===== config.mk =====
export PLATFORM = sky130hd
export DESIGN_NAME = wb_host_master_flat
export DESIGN_NICKNAME = d
export VERILOG_FILES = /design/src/rtl/wb_host_pkg.sv /design/src/rtl/wb_host_master_if.sv /design/src/rtl/wb_timeout_ctr.sv /design/src/rtl/wb_host_master.sv /design/src/flat_wrapper.sv
export SDC_FILE = /design/constraint.sdc
export NUM_CORES = 1
export LEC_CHECK = 0
export ABC_CLOCK_PERIOD_IN_PS = 4700
export CORE_ASPECT_RATIO = 2
export CORE_MARGIN = 5
export CORE_UTILIZATION = 40
export CTS_CLUSTER_SIZE = 30
export DETAILED_ROUTE_END_ITERATION = 10
export GPL_TIMING_DRIVEN = 0
export PLACE_DENSITY_LB_ADDON = 0.12
export SYNTH_ARGS = -nofsm -noshare
export SYNTH_HDL_FRONTEND = slang
export SYNTH_SLANG_ARGS = --single-unit

===== constraint.sdc =====
create_clock -name wb_clk_i -period 4.7 [get_ports wb_clk_i]
set_clock_uncertainty 0.05 [all_clocks]
set_input_delay 0.47 -clock wb_clk_i [delete_from_list [all_inputs] [get_ports wb_clk_i]]
set_output_delay 0.47 -clock wb_clk_i [all_outputs]
set_load 0.005 [all_outputs]

===== src/rtl/wb_host_pkg.sv =====
// Shared types and defaults for the Wishbone host master.
// Holds FSM state encodings and default timeout parameters.
package wb_host_pkg;

    typedef enum logic [1:0] {
        IDLE = 2'd0,
        BUS  = 2'd1,
        RESP = 2'd2
    } state_t;

    localparam int DEF_TIMEOUT_CYCLES = 255;
    localparam int DEF_CNT_BITS       = 8;

endpackage


===== src/rtl/wb_host_master_if.sv =====
// Wishbone classic bus bundle between host master and slave.
// master: drives cyc/stb/we/sel/adr/dat_o, samples ack_i/dat_i.
interface wb_host_master_if;

    logic        wbm_cyc_o;
    logic        wbm_stb_o;
    logic        wbm_we_o;
    logic [3:0]  wbm_sel_o;
    logic [31:0] wbm_adr_o;
    logic [31:0] wbm_dat_o;
    logic        wbm_ack_i;
    logic [31:0] wbm_dat_i;

    modport master (
        output wbm_cyc_o, wbm_stb_o, wbm_we_o,
        output wbm_sel_o, wbm_adr_o, wbm_dat_o,
        input  wbm_ack_i, wbm_dat_i
    );

    modport slave (
        input  wbm_cyc_o, wbm_stb_o, wbm_we_o,
        input  wbm_sel_o, wbm_adr_o, wbm_dat_o,
        output wbm_ack_i, wbm_dat_i
    );

endinterface


===== src/rtl/wb_timeout_ctr.sv =====
// Saturating wait-cycle counter for a Wishbone bus cycle.
// Ports: clk, rst, clear, enable in; count, expired out.
module wb_timeout_ctr
    import wb_host_pkg::*;
#(
    parameter int TIMEOUT_CYCLES = DEF_TIMEOUT_CYCLES,
    parameter int CNT_BITS       = DEF_CNT_BITS
) (
    input  logic                clk,
    input  logic                rst,
    input  logic                clear,
    input  logic                enable,
    output logic [CNT_BITS-1:0] count,
    output logic                expired
);

    localparam logic [CNT_BITS-1:0] CNT_MAX = '1;
    localparam int LIMIT_I =
        (TIMEOUT_CYCLES == 0) ? 0 : TIMEOUT_CYCLES - 1;
    localparam logic [CNT_BITS-1:0] LIMIT = CNT_BITS'(LIMIT_I);

    always_ff @(posedge clk or posedge rst) begin
        if (rst) begin
            count <= '0;
        end else if (TIMEOUT_CYCLES == 0 || clear) begin
            count <= '0;
        end else if (enable && count != CNT_MAX) begin
            count <= count + CNT_BITS'(1);
        end
    end

    // Fires during the last permitted wait cycle.
    assign expired = (TIMEOUT_CYCLES != 0) && (count == LIMIT);

endmodule


===== src/rtl/wb_host_master.sv =====
// Command/response front end driving one Wishbone classic master.
// Ports: wb_clk_i, wb_rst_i, cmd_* in, rsp_* out, wbm bus (master).
module wb_host_master
    import wb_host_pkg::*;
#(
    parameter int TIMEOUT_CYCLES = DEF_TIMEOUT_CYCLES,
    parameter int CNT_BITS       = DEF_CNT_BITS
) (
    input  logic             wb_clk_i,
    input  logic             wb_rst_i,
    input  logic             cmd_valid,
    output logic             cmd_ready,
    input  logic             cmd_we,
    input  logic [31:0]      cmd_adr,
    input  logic [31:0]      cmd_dat,
    input  logic [3:0]       cmd_sel,
    output logic             rsp_valid,
    input  logic             rsp_ready,
    output logic [31:0]      rsp_dat,
    output logic             rsp_err,
    wb_host_master_if.master wbm
);

    state_t state_q, state_d;

    logic accept, ack_end, tmo_end;
    logic ctr_expired;
    logic [CNT_BITS-1:0] ctr_count;

    logic        cyc_q, we_q;
    logic [3:0]  sel_q;
    logic [31:0] adr_q, dat_q;

    wb_timeout_ctr #(
        .TIMEOUT_CYCLES(TIMEOUT_CYCLES),
        .CNT_BITS      (CNT_BITS)
    ) u_ctr (
        .clk    (wb_clk_i),
        .rst    (wb_rst_i),
        .clear  (accept),
        .enable (state_q == BUS && !wbm.wbm_ack_i),
        .count  (ctr_count),
        .expired(ctr_expired)
    );

    always_comb begin
        state_d = state_q;
        accept  = 1'b0;
        ack_end = 1'b0;
        tmo_end = 1'b0;
        unique case (state_q)
            IDLE: begin
                if (cmd_valid) begin
                    accept  = 1'b1;
                    state_d = BUS;
                end
            end
            BUS: begin
                // Ack takes priority over a coincident timeout.
                if (wbm.wbm_ack_i) begin
                    ack_end = 1'b1;
                    state_d = RESP;
                end else if (ctr_expired) begin
                    tmo_end = 1'b1;
                    state_d = RESP;
                end
            end
            RESP: begin
                if (rsp_ready) state_d = IDLE;
            end
            default: state_d = IDLE;
        endcase
    end

    always_ff @(posedge wb_clk_i or posedge wb_rst_i) begin
        if (wb_rst_i) state_q <= IDLE;
        else          state_q <= state_d;
    end

    always_ff @(posedge wb_clk_i or posedge wb_rst_i) begin
        if (wb_rst_i) begin
            cyc_q   <= 1'b0;
            we_q    <= 1'b0;
            sel_q   <= '0;
            adr_q   <= '0;
            dat_q   <= '0;
            rsp_dat <= '0;
            rsp_err <= 1'b0;
        end else begin
            cyc_q <= (state_d == BUS);
            if (accept) begin
                we_q  <= cmd_we;
                sel_q <= cmd_sel;
                adr_q <= cmd_adr;
                dat_q <= cmd_dat;
            end
            if (ack_end) begin
                rsp_dat <= we_q ? 32'h0 : wbm.wbm_dat_i;
                rsp_err <= 1'b0;
            end else if (tmo_end) begin
                rsp_dat <= 32'h0;
                rsp_err <= 1'b1;
            end
        end
    end

    assign cmd_ready     = (state_q == IDLE);
    assign rsp_valid     = (state_q == RESP);
    assign wbm.wbm_cyc_o = cyc_q;
    assign wbm.wbm_stb_o = cyc_q;
    assign wbm.wbm_we_o  = we_q;
    assign wbm.wbm_sel_o = sel_q;
    assign wbm.wbm_adr_o = adr_q;
    assign wbm.wbm_dat_o = dat_q;

    // Counter stops one past the limit at most (exit edge).
    count_bound: assert property (
        @(posedge wb_clk_i) disable iff (wb_rst_i)
        (TIMEOUT_CYCLES == 0) ||
        (ctr_count <= CNT_BITS'(TIMEOUT_CYCLES))
    );

endmodule


===== src/flat_wrapper.sv =====
// flat-port wrapper written by rule: the top's interface ports become plain ports
module wb_host_master_flat import wb_host_pkg::*;
#(
    parameter int TIMEOUT_CYCLES = DEF_TIMEOUT_CYCLES,
    parameter int CNT_BITS       = DEF_CNT_BITS
)
  (wb_clk_i, wb_rst_i, cmd_valid, cmd_ready, cmd_we, cmd_adr, cmd_dat, cmd_sel, rsp_valid, rsp_ready, rsp_dat, rsp_err, wbm_wbm_cyc_o, wbm_wbm_stb_o, wbm_wbm_we_o, wbm_wbm_sel_o, wbm_wbm_adr_o, wbm_wbm_dat_o, wbm_wbm_ack_i, wbm_wbm_dat_i);
  wb_host_master_if wbm_i ();
  input  logic wb_clk_i;
  input  logic wb_rst_i;
  input  logic cmd_valid;
  output logic cmd_ready;
  input  logic cmd_we;
  input  logic [31:0] cmd_adr;
  input  logic [31:0] cmd_dat;
  input  logic [3:0] cmd_sel;
  output logic rsp_valid;
  input  logic rsp_ready;
  output logic [31:0] rsp_dat;
  output logic rsp_err;
  output wire logic [$bits(wbm_i.wbm_cyc_o)-1:0] wbm_wbm_cyc_o;
  output wire logic [$bits(wbm_i.wbm_stb_o)-1:0] wbm_wbm_stb_o;
  output wire logic [$bits(wbm_i.wbm_we_o)-1:0] wbm_wbm_we_o;
  output wire logic [$bits(wbm_i.wbm_sel_o)-1:0] wbm_wbm_sel_o;
  output wire logic [$bits(wbm_i.wbm_adr_o)-1:0] wbm_wbm_adr_o;
  output wire logic [$bits(wbm_i.wbm_dat_o)-1:0] wbm_wbm_dat_o;
  input wire logic [$bits(wbm_i.wbm_ack_i)-1:0] wbm_wbm_ack_i;
  input wire logic [$bits(wbm_i.wbm_dat_i)-1:0] wbm_wbm_dat_i;
  assign wbm_wbm_cyc_o = wbm_i.wbm_cyc_o;
  assign wbm_wbm_stb_o = wbm_i.wbm_stb_o;
  assign wbm_wbm_we_o = wbm_i.wbm_we_o;
  assign wbm_wbm_sel_o = wbm_i.wbm_sel_o;
  assign wbm_wbm_adr_o = wbm_i.wbm_adr_o;
  assign wbm_wbm_dat_o = wbm_i.wbm_dat_o;
  assign wbm_i.wbm_ack_i = wbm_wbm_ack_i;
  assign wbm_i.wbm_dat_i = wbm_wbm_dat_i;
  wb_host_master #(.TIMEOUT_CYCLES(TIMEOUT_CYCLES), .CNT_BITS(CNT_BITS)) u_core (.wb_clk_i(wb_clk_i), .wb_rst_i(wb_rst_i), .cmd_valid(cmd_valid), .cmd_ready(cmd_ready), .cmd_we(cmd_we), .cmd_adr(cmd_adr), .cmd_dat(cmd_dat), .cmd_sel(cmd_sel), .rsp_valid(rsp_valid), .rsp_ready(rsp_ready), .rsp_dat(rsp_dat), .rsp_err(rsp_err), .wbm(wbm_i));
endmodule

==> Yosys cells after proc, flatten, opt, wreduce, memory -nomap -nowiden <==
Index checks and enable logic that the tools add are counted.
{ "word_totals": {"inputBits": 106, "regBits": 113, "out_inout_bits": 106} }
{ "classes": {"mux": 19, "addsub": 1, "n_eq_ne": 5, "reduce_logical": 6} }
{ "ops": {"columns": ["op", "count"], "rows": [
  ["32-bit two-way mux", 3],
  ["8-bit two-way mux", 2],
  ["1-bit two-way mux", 9],
  ["8-bit by 1-bit adder with 8-bit output (second input constant)", 1],
  ["8-bit == test (second input constant)", 1],
  ["2-bit two-way mux", 4],
  ["8-bit inequality test (second input constant)", 1],
  ["2-bit one-hot mux with 3 select lines", 1],
  ["2-bit by 1-bit == test with 1-bit output (second input constant)", 2],
  ["2-bit nonzero test", 2],
  ["2-bit == test (second input constant)", 1],
  ["1-bit logical AND", 2],
  ["2-bit logical NOT", 1],
  ["1-bit logical NOT", 1]
]} }

==> Longest topological paths before layout <==
Gate-level depths: netlist of the first run.
{ "depth": {"word_depth": 6, "ltp_mapped": 7} }

==> By module <==
A second synthesis of the first run with hierarchy kept.
{ "hier_totals": {"cells_unflattened": 292, "area_unflattened_um2": 4677.0} }
{ "by_module_without_submodules": {"columns": ["module", "n_inst", "cells_each", "seq_area_each_um2", "area_each_um2"], "rows": [
  ["wb_host_master", 1, 237, 2627.5, 4152.7],
  ["wb_timeout_ctr", 1, 55, 200.2, 524.3]
]} }

==> Least setup slack after synthesis of the first run <==
OpenSTA, ideal clock, no wires.
{ "synth_timing": {"kind": "register -> register", "from": "register u_core.u_ctr.count[0]", "to": "register u_core.rsp_dat[10]", "setup_time_ps": 121, "path_stages_with_launch": 8, "slack_ps": 3234, "t_required_ps": 4529, "arrival_time_ps": 1295, "path_cell_list": "dfrtp_1 -> inv_1 -> ha_1 -> nand3_1 -> nor2_2 -> o21ai_2 -> buf_2 -> a22o_1"} }
{ "synth_via": {"elab_chain_len": 5} }
{ "synth_rtl": {"columns": ["element", "line_no", "rtl"], "rows": [
  ["start, declared", "wb_timeout_ctr.sv:13", "output logic [CNT_BITS-1:0] count,"],
  ["start signal, assigned", "wb_timeout_ctr.sv:28", "count <= count + CNT_BITS'(1);"],
  ["8-bit == test", "wb_timeout_ctr.sv:33", "assign expired = (TIMEOUT_CYCLES != 0) && (count == LIMIT);"],
  ["1-bit two-way mux", "wb_host_master.sv:63", "end else if (ctr_expired) begin"],
  ["1-bit two-way mux", "wb_host_master.sv:60", "if (wbm.wbm_ack_i) begin"],
  ["1-bit two-way mux", "wb_host_master.sv:51", "unique case (state_q)"],
  ["2-bit nonzero test (no line)", null, null],
  ["end signal, assigned", "wb_host_master.sv:98", "rsp_dat <= we_q ? 32'h0 : wbm.wbm_dat_i;"],
  ["end, declared", "wb_host_master.sv:19", "output logic [31:0] rsp_dat,"]
]} }
Every way passes these cells.
A chain may end at the register's enable or synchronous reset.

==> Final worst setup path of the first run <==
{ "layout_timing": {"from": "register u_core.state_q[1]", "to": "output port cmd_ready"} }
{ "layout_via": {"elab_chain_len": 1} }
{ "layout_rtl": {"columns": ["element", "line_no", "rtl"], "rows": [
  ["start, declared", "wb_host_master.sv:24", "state_t state_q, state_d;"],
  ["start signal, assigned", "wb_host_master.sv:77", "else state_q <= state_d;"],
  ["2-bit logical NOT", "wb_host_master.sv:107", "assign cmd_ready = (state_q == IDLE);"],
  ["end, declared", "flat_wrapper.sv:12", "output logic cmd_ready;"]
]} }
Every way passes these cells.

==> out/summary.txt, run 1 <==
STATUS
---------------------------------------------------------------------------------
Result of the run                                                    finished clean

PLACE
---------------------------------------------------------------------------------
GPL Wtd Cong                                                                0.759
Placed Instance Area                                                  0.00667 mm²
Count of buffers inserted at the top-level ports                              211
DPL Wire Length                                                           9.60 mm
Cell count after placement                                                    780

YOSYS
---------------------------------------------------------------------------------
Number of flops mapped to enable cells by yosys                                 0
Library cell occupying the most area in the post-synthesis netlist   sky130_fd_sc_hd__dfrtp_1
Synth area leaders                                                   sky130_fd_sc_hd__dfrtp_1 65%, sky130_fd_sc_hd__nand2_1 18%, sky130_fd_sc_hd__a22o_1 6.4%
Area of the mapped netlist                                            0.00435 mm²
Register bit total from synthesis                                             113
Count of different cell masters after synthesis                                34
Most frequent cells after synthesis                                  214 x sky130_fd_sc_hd__nand2_1, 113 x sky130_fd_sc_hd__dfrtp_1, 32 x sky130_fd_sc_hd__a22o_1
Top-count cell post-synth                                            sky130_fd_sc_hd__nand2_1
Part of the Yosys area used for sequential elements                         65.0%
Cells after Synth                                                             428
Count of warnings emitted by yosys                                              0
Share of flip-flops with an asynchronous set or reset                        100%
Prevailing post-synth register cell                                  sky130_fd_sc_hd__dfrtp_1
Mapped Nets                                                                   536
Top-area cell type share of the netlist area                                65.0%
Mapped Avg Cell Area                                                     10.2 µm²

CLOCK NETWORK
---------------------------------------------------------------------------------
Cts hold-fix bufs                                                               0
Maximum count of clock buffers along a single path                              2
CTS root buf                                                         sky130_fd_sc_hd__clkbuf_16
Clock tree from TritonCTS                                                   built
Clock Pin Slew Worst Setup and Hold Paths                                 0.05 ns
H-tree levels                                                                   4
Clk sinks                                                                     113
Number of post-CTS setup repair buffers                                         0
Count of instances resized after the clock tree is built                        0
Number of buffers created by CTS                                               17
Clock insertion delay at the later pin of the skew report                 0.41 ns

FINAL LAYOUT
---------------------------------------------------------------------------------
Final standard cell count with taps included and fillers excluded             811
Layout Area Growth over Synthesis                                           67.5%
Final design area excluding fillers                                   0.00729 mm²
Fraction of final layout cells with drive strength greater than 1           8.35%
Area occupied by multi-input gates                                    0.00140 mm²
Antenna Diode Count                                                             0
Final layout net count                                                        767
Register cell area after layout                                       0.00283 mm²
Filler cell count in the final layout                                         853

TIMING
---------------------------------------------------------------------------------
Relative slew slack                                                         60.7%
Actual transition at the worst max-transition pin                        0.590 ns
Final clock period utilization by the worst path                            46.6%
Final-layout worst hold slack                                            0.418 ns
Highest achievable clock rate                                           0.457 GHz
Min Tclk post-route                                                       2.19 ns
Unrepaired setup endpoints after global routing                             false
Final Slew Violations                                                           0
Final number of setup-violating endpoints                                       0
Number of hold-slack violations in the final timing report                      0
Final setup TNS                                                              0 ns

ROUTING
---------------------------------------------------------------------------------
Final Routed Wirelength                                                   12.8 mm
Count of unresolved DRC violations after routing                                0
Routed via count divided by cell count                                       4.70
Initial DRC Count                                                              81
Average wire per cell in the routed design                                15.8 µm
DR vias                                                                      3810
First-pass iteration count of the detailed router                               4
Post-route ant nets                                                             0

SETUP PATH
---------------------------------------------------------------------------------
Arr. time, crit path                                                      1.67 ns
Worst setup path category                                              reg -> out
Number of cells traversed by the worst register-to-register path                6
Category of the worst setup path launch point                                flop
Critical-path maximum fanout                                                    6
Worst path required time                                                  4.18 ns
Setup crit end kind                                                    output pin

POWER
---------------------------------------------------------------------------------
Static leakage                                                            3.49 nW
Post-layout total power                                                   4.75 mW
VDD IR-drop max                                                            387 µV
Cell area power density                                                652 mW/mm²

DIE
---------------------------------------------------------------------------------
Core Box Area                                                          0.0108 mm²
Chip Height                                                                158 µm
Ports placed on the boundary                                                  212
Die area                                                               0.0132 mm²
Horizontal extent of the die                                              83.8 µm
Starting Density                                                            40.3%
Core Rows                                                                      54

GRT
---------------------------------------------------------------------------------
Global-route wire length before repair                                    20.5 mm
Number of antenna violations at the first check in global routing               0
Pin count of the biggest net entering global routing                           68
Overall routing resource usage                                              19.8%
Via count of the first global-routing pass                                   4184
Final global-route overflow total                                               0

RUN
---------------------------------------------------------------------------------
Total of max-cap violations                                                     0

MIN PATH
---------------------------------------------------------------------------------
Worst min-delay path class                                             reg -> reg
Worst Hold Depth                                                                2

## cell type report
cell class	instances	area share [%]
well taps	140	2.40
clock inverters	10	2.18
flip-flops and latches	113	38.8
inverters	4	0.240
clock buffers	21	6.32
plain buffers	23	1.56
multi-input cells	288	19.1
repair buffers	212	29.4
## sequential cells by signal, summed over array words and instances, names as in the netlist
register	cells
u_core.wbm.wbm_we_o	1
u_core.state_q	2
u_core.wbm.wbm_sel_o	4
u_core.u_ctr.count	8
u_core.wbm.wbm_dat_o	32
u_core.wbm.wbm_adr_o	32
u_core.rsp_err	1
u_core.wbm.wbm_cyc_o	1
u_core.rsp_dat	32
## worst max-delay path, cell delays in order, from the launching register on
cell                              delay, ns
sky130_fd_sc_hd__dfrtp_1               0.45
sky130_fd_sc_hd__nor2_1                0.26
sky130_fd_sc_hd__clkdlybuf4s50_1       0.56
## report_power, final
group	total, mW	internal (mW)	leakage (nW)	switching [mW]
registers	1.63	1.39	1.43	0.236
logic	1.78	1.05	1.76	0.726
clock network	1.34	0.909	0.299	0.436
total	4.75	3.35	3.49	1.40
## cell usage in the layout, fill, tap and decap left out, types with 3 or more instances in the layout
cell,n
sky130_fd_sc_hd__clkbuf_16,17
sky130_fd_sc_hd__nand2_1,214
sky130_fd_sc_hd__clkinv_2,3
sky130_fd_sc_hd__a22o_1,32
sky130_fd_sc_hd__bufinv_16,4
sky130_fd_sc_hd__clkdlybuf4s50_1,211
sky130_fd_sc_hd__nand3_1,5
sky130_fd_sc_hd__buf_2,16
sky130_fd_sc_hd__nor2_1,5
sky130_fd_sc_hd__dfrtp_1,113
sky130_fd_sc_hd__inv_1,3
sky130_fd_sc_hd__clkbuf_1,7
sky130_fd_sc_hd__a21oi_1,4
## final timing paths
path | startpoint | end | slack (ns)
min in group asynchronous | wb_rst_i | u_core.wbm.wbm_adr_o[1] | 0.45
hold / removal | u_core.wbm.wbm_adr_o[12] | u_core.wbm.wbm_adr_o[12] | 0.42
setup / recovery | u_core.state_q[1] | cmd_ready | 2.51
hold reg to reg | u_core.wbm.wbm_adr_o[12] | u_core.wbm.wbm_adr_o[12] | 0.42
setup reg to reg | u_core.state_q[1] | u_core.wbm.wbm_sel_o[3] | 2.99
max in group asynchronous | wb_rst_i | u_core.rsp_dat[22] | 3.43
## logic make-up after synthesis
group           share of synthesized area [%]
fa+ha+maj                               0.575
xor+xnor                                0.805
simple gates                             22.4
flops                                    65.0
mux                                     0.230
buf+inv                                  2.96
compound gates                           8.08
## routing by layer
layer | GRT usage [%] | vias up | share of wire [%]
li1 | - | 1841 | -
met1 | 19.4 | 1797 | 35
met2 | 36.8 | 153 | 55
met3 | 7.70 | 19 | 8.3
met4 | 7.67 | 0 | 2.1
met5 | 0 | - | 0
## stage by stage
stage | utilization [%] | setup slack (ns)
6_report | 67.4 | 2.51
5_1_grt | 67.4 | 2.41
4_1_cts | 67.4 | 2.50
3_5_place_dp | 61.7 | 2.55
3_3_place_gp | 61.4 | -0.387
2_1_floorplan | - | 1.19
(Power assumes the default switching activity.)
==> inputs of run 2 (changes only) <==
ABC_CLOCK_PERIOD_IN_PS = 1850   (was 4700)
CORE_UTILIZATION = 37   (was 40)
clock period = 1.85 ns   (was 4.7 ns; I/O delays follow)
==> run 2 against run 1 <==
Compared with the run above:
- cell area shrank 0.96%
- utilization shrank 5.4 points
- sequential share of layout area grew 0.41 points
- die area grew 7.4%
- count of clock-buffer cells in the layout shrank 1
- critical path depth is the same
- combinational power grew to 2.5 times the previous value
- cell count grew 0.62%
- critical endpoint unchanged
- largest cell class unchanged
==> out/summary.txt, run 2 (same netlist as run 1, synthesis figures left out) <==
DIE
--------------------------------------------------------------------------------
Starting Density                                                           37.4%
Core Rows                                                                     56
Horizontal extent of the die                                             86.7 µm
Die area                                                              0.0142 mm²
Chip Height                                                               163 µm
Ports placed on the boundary                                                 212
Core Box Area                                                         0.0116 mm²

SETUP PATH
--------------------------------------------------------------------------------
Number of cells traversed by the worst register-to-register path               7
Category of the worst setup path launch point                               flop
Arr. time, crit path                                                     1.56 ns
Worst path required time                                                 1.62 ns
Reg-to-reg startpoint                                               u_core.u_ctr.count[0]
CP max stage delay                                                       0.54 ns
Setup crit end kind                                                   output pin
Worst setup path category                                             reg -> out
Slowest cell on crit path                                           sky130_fd_sc_hd__clkdlybuf4s50_1
R2r setup slk                                                            0.19 ns
Worst path top cell family by delay                                 buffers and inverters
Critical-path cell list                                             nor2_2, clkdlybuf4s50_1
R2R Path End                                                        u_core.rsp_dat[5]
Crit path buffers/inverters                                                    1
Critical-path maximum fanout                                                   6

PLACE
--------------------------------------------------------------------------------
Worst slack at placement                                               0.0283 ns
DPL Wire Length                                                          9.94 mm
Count of buffers inserted at the top-level ports                             211
Cell count after placement                                                   786
Placed Instance Area                                                 0.00669 mm²
GPL Wtd Cong                                                               0.754

FINAL LAYOUT
--------------------------------------------------------------------------------
Fraction of final layout cells with drive strength greater than 1          8.94%
Most common cell after layout, fill and taps aside                  sky130_fd_sc_hd__nand2_1
Filler cell count in the final layout                                       1012
Antenna Diode Count                                                            0
Layout Area Growth over Synthesis                                          65.9%
Final design area excluding fillers                                  0.00722 mm²
Final standard cell count with taps included and fillers excluded            816
Final layout net count                                                       768
Most frequent cells in the layout                                   214 x sky130_fd_sc_hd__nand2_1, 210 x sky130_fd_sc_hd__clkdlybuf4s50_1, 111 x sky130_fd_sc_hd__dfrtp_1, 32 x sky130_fd_sc_hd__a22o_1, 17 x sky130_fd_sc_hd__clkbuf_16

CLOCK NETWORK
--------------------------------------------------------------------------------
Clock insertion delay at the later pin of the skew report                0.39 ns
H-tree levels                                                                  4
Number of buffers created by CTS                                              17
Clock Pin Slew Worst Setup and Hold Paths                                0.05 ns
Cts hold-fix bufs                                                              0
Clock tree from TritonCTS                                                  built
Number of post-CTS setup repair buffers                                        0
Clk sinks                                                                    113
CTS root buf                                                        sky130_fd_sc_hd__clkbuf_16
Maximum count of clock buffers along a single path                             2

GRT
--------------------------------------------------------------------------------
Overall routing resource usage                                             18.8%
Pin count of the biggest net entering global routing                          44
Via count of the first global-routing pass                                  4121
Final global-route overflow total                                              0
Number of antenna violations at the first check in global routing              0
Global-route wire length before repair                                   20.7 mm

ROUTING
--------------------------------------------------------------------------------
Average wire per cell in the routed design                               15.6 µm
Initial DRC Count                                                            101
First-pass iteration count of the detailed router                              4
DR vias                                                                     3788
Count of unresolved DRC violations after routing                               0
Final Routed Wirelength                                                  12.7 mm
Routed via count divided by cell count                                      4.64
Post-route ant nets                                                            0

RUN
--------------------------------------------------------------------------------
Total of max-cap violations                                                    0

TIMING
--------------------------------------------------------------------------------
Actual transition at the worst max-transition pin                       0.698 ns
Min Tclk post-route                                                      1.79 ns
Unrepaired setup endpoints after global routing                             true
Final number of setup-violating endpoints                                      0
Final clock period utilization by the worst path                           96.9%
Final Slew Violations                                                          0
Relative slew slack                                                        53.4%
Number of hold-slack violations in the final timing report                     0
Highest achievable clock rate                                          0.558 GHz
Final WS setup                                                         0.0574 ns

POWER
--------------------------------------------------------------------------------
Cell area power density                                              1580 mW/mm²
Static leakage                                                           3.46 nW
Post-layout total power                                                  11.4 mW
VDD IR-drop max                                                           982 µV

STATUS
--------------------------------------------------------------------------------
Result of the run                                                   finished clean

MIN PATH
--------------------------------------------------------------------------------
Worst min-delay path class                                           in -> async

[run 2: changes by cell type in the layout (fill, tap and decap cells not counted), sizes merged]
cell and change:
buf +1, bufinv -4, clkbuf -1, clkdlybuf4s50 -1
clkinv +3, clkinvlp +2, dlymetal6s2s +1, inv -1
[run 2: worst max path at each step]
stage                                 start                  endpoint  slack, ns  depth (start not counted)
final                     u_core.state_q[1]                 cmd_ready       0.06                          2
after global routing      u_core.state_q[1]                 cmd_ready      -0.04                          2
after CTS                 u_core.state_q[0]                 rsp_valid       0.02                          2
after detailed placement      wbm_wbm_ack_i     u_core.u_ctr.count[3]       0.03                          5
after global placement             wb_rst_i  u_core.wbm.wbm_dat_o[18]      -0.85                          2
after floorplan                    wb_rst_i         u_core.rsp_dat[0]       0.24                          1
[run 2: metrics by stage]
step	hold WS, ns	utilization (%)	setup TNS, ns
2_1_floorplan	0.221	-	0
3_3_place_gp	0.408	57.2	-94.68
3_5_place_dp	0.411	57.5	0
4_1_cts	0.209	62.0	0
5_1_grt	0.251	62.1	-0.0376
6_report	0.202	62.1	0
[run 2: per-layer routing]
metal,wire [µm],vias to the layer above,global-route usage [%],share of wire [%]
li1,-,1842,-,-
met1,4510,1785,19.3,35
met2,7030,142,34.1,55
met3,858,19,6.31,6.7
met4,337,0,8.01,2.6
met5,0,-,0,0
[run 2: worst reg2reg max path: cells and delay by family, from the launching register on]
family | cells | cell delay (ns)
simple gates | 2 | 0.24
buf+inv | 2 | 0.33
compound gates | 2 | 0.37
flops | 1 | 0.40
fa+ha+maj | 1 | 0.16
[run 2: layout make-up]
class | count | area, µm² | area share, %
sequential | 113 | 2830 | 39.2
timing repair buffer | 213 | 2150 | 29.8
multi-input combinational | 288 | 1400 | 19.4
clock buffer | 20 | 457 | 6.33
tap | 145 | 181 | 2.51
buffer | 23 | 114 | 1.58
clock inverter | 10 | 65.1 | 0.901
inverter | 4 | 18.8 | 0.260
[run 2: repair_timing]
action | 4_1_cts | 5_1_grt
pin swaps | 0 | 0
gates resized for setup | 2 | 2
hold endpoints to repair | 0 | 0
endpoints found under the setup margin | 1 | 2
[run 2: report_power, final]
group / leakage, nW / switching [mW] / internal (mW)
clock network: 0.253 / 1.05 / 1.75
registers: 1.42 / 0.598 / 3.54
logic: 1.78 / 1.82 / 2.68
